<file path="src/rtl/imm_extend_unit.sv">
// imm_extend_unit: registered, handshaked immediate-formation stage.
// Forms a datapath-width operand from the raw instruction immediate
// (sign/zero extend, branch offset, upper immediate) or from a stored
// prefix concatenated with the immediate.
//
// Ports:
//   clk, rst_n       clock (rising edge), async active-low reset
//   in_valid/ready   request handshake from decode
//   imm_in           raw immediate field (IN_W bits)
//   mode             00 SEXT, 01 ZEXT, 10 SEXT_SHL1, 11 UPPER
//   prefix_load      request only stores prefix bits, no output
//   flush            synchronous pipeline flush
//   out_valid/ready  result handshake towards the operand mux
//   imm_out          formed immediate (OUT_W bits)
//   prefix_used      imm_out came from prefix concatenation
//   prefix_pending   a stored prefix awaits its consumer
module imm_extend_unit #(
    parameter int IN_W  = 9,
    parameter int OUT_W = 16
) (
    input  logic             clk,
    input  logic             rst_n,
    input  logic             in_valid,
    output logic             in_ready,
    input  logic [IN_W-1:0]  imm_in,
    input  logic [1:0]       mode,
    input  logic             prefix_load,
    input  logic             flush,
    output logic             out_valid,
    input  logic             out_ready,
    output logic [OUT_W-1:0] imm_out,
    output logic             prefix_used,
    output logic             prefix_pending
);

    // The prefix supplies exactly the bits the raw field cannot reach.
    localparam int PREFIX_W = OUT_W - IN_W;

    typedef enum logic [1:0] {
        M_SEXT  = 2'b00,
        M_ZEXT  = 2'b01,
        M_SHL1  = 2'b10,
        M_UPPER = 2'b11
    } mode_e;

    logic                r_out_valid;
    logic [OUT_W-1:0]    r_imm;
    logic                r_used;
    logic [PREFIX_W-1:0] r_prefix;
    logic                r_pending;

    mode_e               w_mode;
    logic                w_accept;
    logic                w_take;
    logic                w_pload;
    logic                w_drain;
    logic [OUT_W-1:0]    w_sext;
    logic [OUT_W-1:0]    w_zext;
    logic [OUT_W-1:0]    w_shl1;
    logic [OUT_W-1:0]    w_upper;
    logic [OUT_W-1:0]    w_cat;
    logic [OUT_W-1:0]    w_formed;

    // Handshake. Flush blocks acceptance so a squashed request
    // cannot leak into the output or the prefix register.
    assign in_ready = !flush && (!r_out_valid || out_ready);
    assign w_accept = in_valid && in_ready;
    assign w_take   = w_accept && !prefix_load;
    assign w_pload  = w_accept && prefix_load;
    assign w_drain  = r_out_valid && out_ready;

    assign w_mode = mode_e'(mode);

    // Candidate results, pure bit manipulation.
    assign w_sext  = {{PREFIX_W{imm_in[IN_W-1]}}, imm_in};
    assign w_zext  = {{PREFIX_W{1'b0}}, imm_in};
    assign w_shl1  = {w_sext[OUT_W-2:0], 1'b0};
    assign w_upper = {imm_in, {PREFIX_W{1'b0}}};
    assign w_cat   = {r_prefix, imm_in};

    // A pending prefix overrides the mode entirely.
    always_comb begin
        w_formed = w_sext;
        if (r_pending) begin
            w_formed = w_cat;
        end else begin
            unique case (w_mode)
                M_SEXT:  w_formed = w_sext;
                M_ZEXT:  w_formed = w_zext;
                M_SHL1:  w_formed = w_shl1;
                M_UPPER: w_formed = w_upper;
            endcase
        end
    end

    // Output register: loads on a non-prefix accept, otherwise
    // empties when the consumer takes the current value.
    always_ff @(posedge clk or negedge rst_n) begin
        if (!rst_n) begin
            r_out_valid <= 1'b0;
            r_imm       <= '0;
            r_used      <= 1'b0;
        end else if (flush) begin
            r_out_valid <= 1'b0;
            r_used      <= 1'b0;
        end else if (w_take) begin
            r_out_valid <= 1'b1;
            r_imm       <= w_formed;
            r_used      <= r_pending;
        end else if (w_drain) begin
            r_out_valid <= 1'b0;
            r_used      <= 1'b0;
        end
    end

    // Prefix register: a later load overwrites, a consume clears.
    always_ff @(posedge clk or negedge rst_n) begin
        if (!rst_n) begin
            r_prefix  <= '0;
            r_pending <= 1'b0;
        end else if (flush) begin
            r_pending <= 1'b0;
        end else if (w_pload) begin
            r_prefix  <= imm_in[PREFIX_W-1:0];
            r_pending <= 1'b1;
        end else if (w_take) begin
            r_pending <= 1'b0;
        end
    end

    assign out_valid      = r_out_valid;
    assign imm_out        = r_imm;
    assign prefix_used    = r_used;
    assign prefix_pending = r_pending;

endmodule

</file>
<file path="config.mk">
export PLATFORM = sky130hd
export DESIGN_NAME = imm_extend_unit
export DESIGN_NICKNAME = d
export VERILOG_FILES = /design/src/rtl/imm_extend_unit.sv
export SDC_FILE = /design/constraint.sdc
export NUM_CORES = 1
export LEC_CHECK = 0
export CAP_MARGIN = 40
export CORE_MARGIN = 2
export CORE_UTILIZATION = 47
export DETAILED_ROUTE_END_ITERATION = 8
export PLACE_DENSITY = 0.86
export SYNTH_ARGS = -nofsm -noshare
export SYNTH_HDL_FRONTEND = slang
export SYNTH_SLANG_ARGS = --single-unit
</file>
<file path="constraint.sdc">
create_clock -name clk -period 1.7 [get_ports clk]
set_input_delay 0.425 -clock clk [delete_from_list [all_inputs] [get_ports clk]]
set_output_delay 0.425 -clock clk [all_outputs]
set_load 0.02 [all_outputs]
</file>
==> flow_summary.toml <==
[place]
dp_hpwl_mm = 2.36
placed_cells = 200
port_buffers = 36
gp_congestion = 0.823
placement.cell_area_mm2 = 0.00191
dp_slack_ns = -0.511

[clock_tree]
clock_latency_ns = 0.33
numCtsBuffers = 3
hold_buffers = 0
clkSlewWorstSetupHoldPaths_ns = 0.14
cts_tree = "done"
postCtsSetupBuffers = 0
clock_path_buffers = 2
cts-root-buf = "clkbuf_4"
ctsHtreeMaxLevel = 1
clkSinkCount = 26

[grt]
grt_usage_pct = 21.8
antenna_found_initial = 0
first_global_vias = 1194
grt_pass1_wl_mm = 5.51
grt_max_degree = 27
globalRoute.totalOverflow = 0

[synthesis]
yosys_warnings = 0
syn_nets = 134
async_flop_share_pct = 100
yosysSeqAreaShare_pct = 47.1
ys_ff_latch = 26
ys.flop_type = "dfrtp_1"
synth_xor_area_share_pct = 0
synth_fa_ha_area_share_pct = 0
synth_top_family_by_area = "multiplexers"
synth_cell_types = 27
synth-compound-area-share_pct = 7.97
synth.avg_cell_area_um2 = 11.8
synthMuxAreaShare_pct = 22.6
synth_edf_count = 0
syn_inst = 117
syn-cell-area_mm2 = 0.00138
synth-simple-area-share_pct = 15.9

[sta]
hold_viol_final = 0
timing.fmax_mhz = 612
fin_ws_ns = 0.0649
worst_pin_slew_ns = 0.453
setup_viol = 0
relSlewSlack_pct = 69.7
tns_ns = 0
fin_crit_ns = 1.64
timing.final.crit_share_pct = 96.2
fin_skew_ns = 0.00475
holdWs_ns = 0.447
slew_viol_final = 0
rsz0062_at_grt = "false"

[pwr]
power_per_cell_area_mw_per_mm2 = 935
p_leak_nw = 0.940
power_mw = 1.83
irDropWorstVdd_mv = 0.985

[min_path]
hold_class = "in -> async"

[route]
drc = 0
routed-via-count = 1104
drt_iter0_markers = 23
vias_per_cell = 5.39
ant_nets = 0
dr.pass1.iters = 4
wl_per_cell_um = 16.1
routed_wl_mm = 3.29

[critical_path]
start_kind = "register"
timing.rr.start = "out_valid"
cp.required_ns = 1.27
crit_chain = "buf_4, dlygate4sd2_1"
rr_worst_depth = 5
critPathSlowestCell = "dfrtp_1"
cp_max_fo = 3
slowest_delay_ns = 0.42
reg2reg_to = "imm_out[9]"
r2r_setup_slack_ns = 0.11
cp_data_arrival_time_ns = 1.21
endpoint_kind = "primary output"
crit_type = "reg -> out"

[cells_and_area]
drive_gt1_share_pct = 29.9
layout_common_cells = "dfrtp_1 (25), dlygate4sd2_1 (20), buf_4 (20)"
diodes = 0
finalNetCount = 192
fin_util_pct = 70.2
area_growth_pct = 41.4
mostFrequentLayoutCell = "dfrtp_1"
final_area_mm2 = 0.00195
fin_cells = 205

[floorplanning]
design.die.area_mm2 = 0.00339
io_pins = 37
die-width_um = 58.2
start_util_pct = 49.7
die_h_um = 58.2
core-area_mm2 = 0.00278
std_cell_rows = 19

[run_status]
run_status = "completed"

[run]
drv_cap = 0
-- cell type report --
| class | count | area, um^2 |
|---|---|---|
| Fill cell | 210 | 828 |
| Multi-Input combinational cell | 75 | 652 |
| Clock buffer | 4 | 36.3 |
| Inverter | 9 | 33.8 |
| Timing Repair Buffer | 60 | 541 |
| Sequential cell | 26 | 652 |
| Tap cell | 31 | 38.8 |
-- cell families (layout without fill, tap and decap cells) --
kind of cell / Yosys count / in the layout
AO/OA/AOI/OAI: 16 / 16
buffers and inverters: 16 / 73
flip-flops: 26 / 26
multiplexers: 28 / 28
AND/OR/NAND/NOR: 31 / 31
-- flip-flops by register name, indices dropped and copies added, names as in the netlist --
signal          flops
prefix_used         1
out_valid           1
r_prefix            7
prefix_pending      1
imm_out            16
-- worst max-delay path by stage --
| stage | from | to | slack (ns) | cells after the start |
|---|---|---|---|---|
| 2_1_floorplan | out_valid | imm_out[11] | 0.17 | 5 |
| 4_1_cts | flush | prefix_used | 0.02 | 6 |
| 3_3_place_gp | out_ready | in_ready | -0.48 | 4 |
| 3_5_place_dp | out_ready | in_ready | -0.51 | 4 |
| 5_1_grt | mode[1] | imm_out[5] | 0.03 | 5 |
| 6_report | out_valid | out_valid | 0.06 | 2 |
-- metal layers --
metal,up-vias,GRT usage (%),share of wire [%]
met4,0,12.0,3.3
met2,38,36.0,49
met1,530,27.2,42
li1,525,-,-
met3,11,3.79,5.0
met5,-,0,0
-- worst max-delay path, delay by kind of cell, from the launching register on --
kind,cells,cell delay [ns]
DFF,1,0.42
buffers and inverters,2,0.46
-- cells in the mapped netlist, drive strengths merged, types with 2 or more instances --
library cell | instances | area [um^2]
and2b | 2 | 17.5
dfrtp | 26 | 651
o31a | 6 | 52.6
nor2b | 3 | 21.3
mux2 | 19 | 221
mux2i | 9 | 90.1
nor2 | 2 | 7.51
nand2b | 7 | 43.8
inv | 9 | 33.8
buf | 4 | 43.8
a21oi | 7 | 35.0
nor4bb | 6 | 60.1
nand2 | 2 | 7.51
and3 | 6 | 37.5
clkbuf | 3 | 11.3
-- power breakdown --
part	internal [mW]	switching (mW)	leakage, nW
logic	0.338	0.332	0.604
clock network	0.131	0.192	0.0210
registers	0.757	0.0747	0.315
total	1.23	0.599	0.940
-- timing repair --
| item | CTS | global route |
|---|---|---|
| gates cloned | 1 | 0 |
| resized for setup | 29 | 4 |
| endpoints found under the setup margin | 35 | 14 |
| pin swaps | 1 | 0 |
Power figures use the tool's default switching activity.
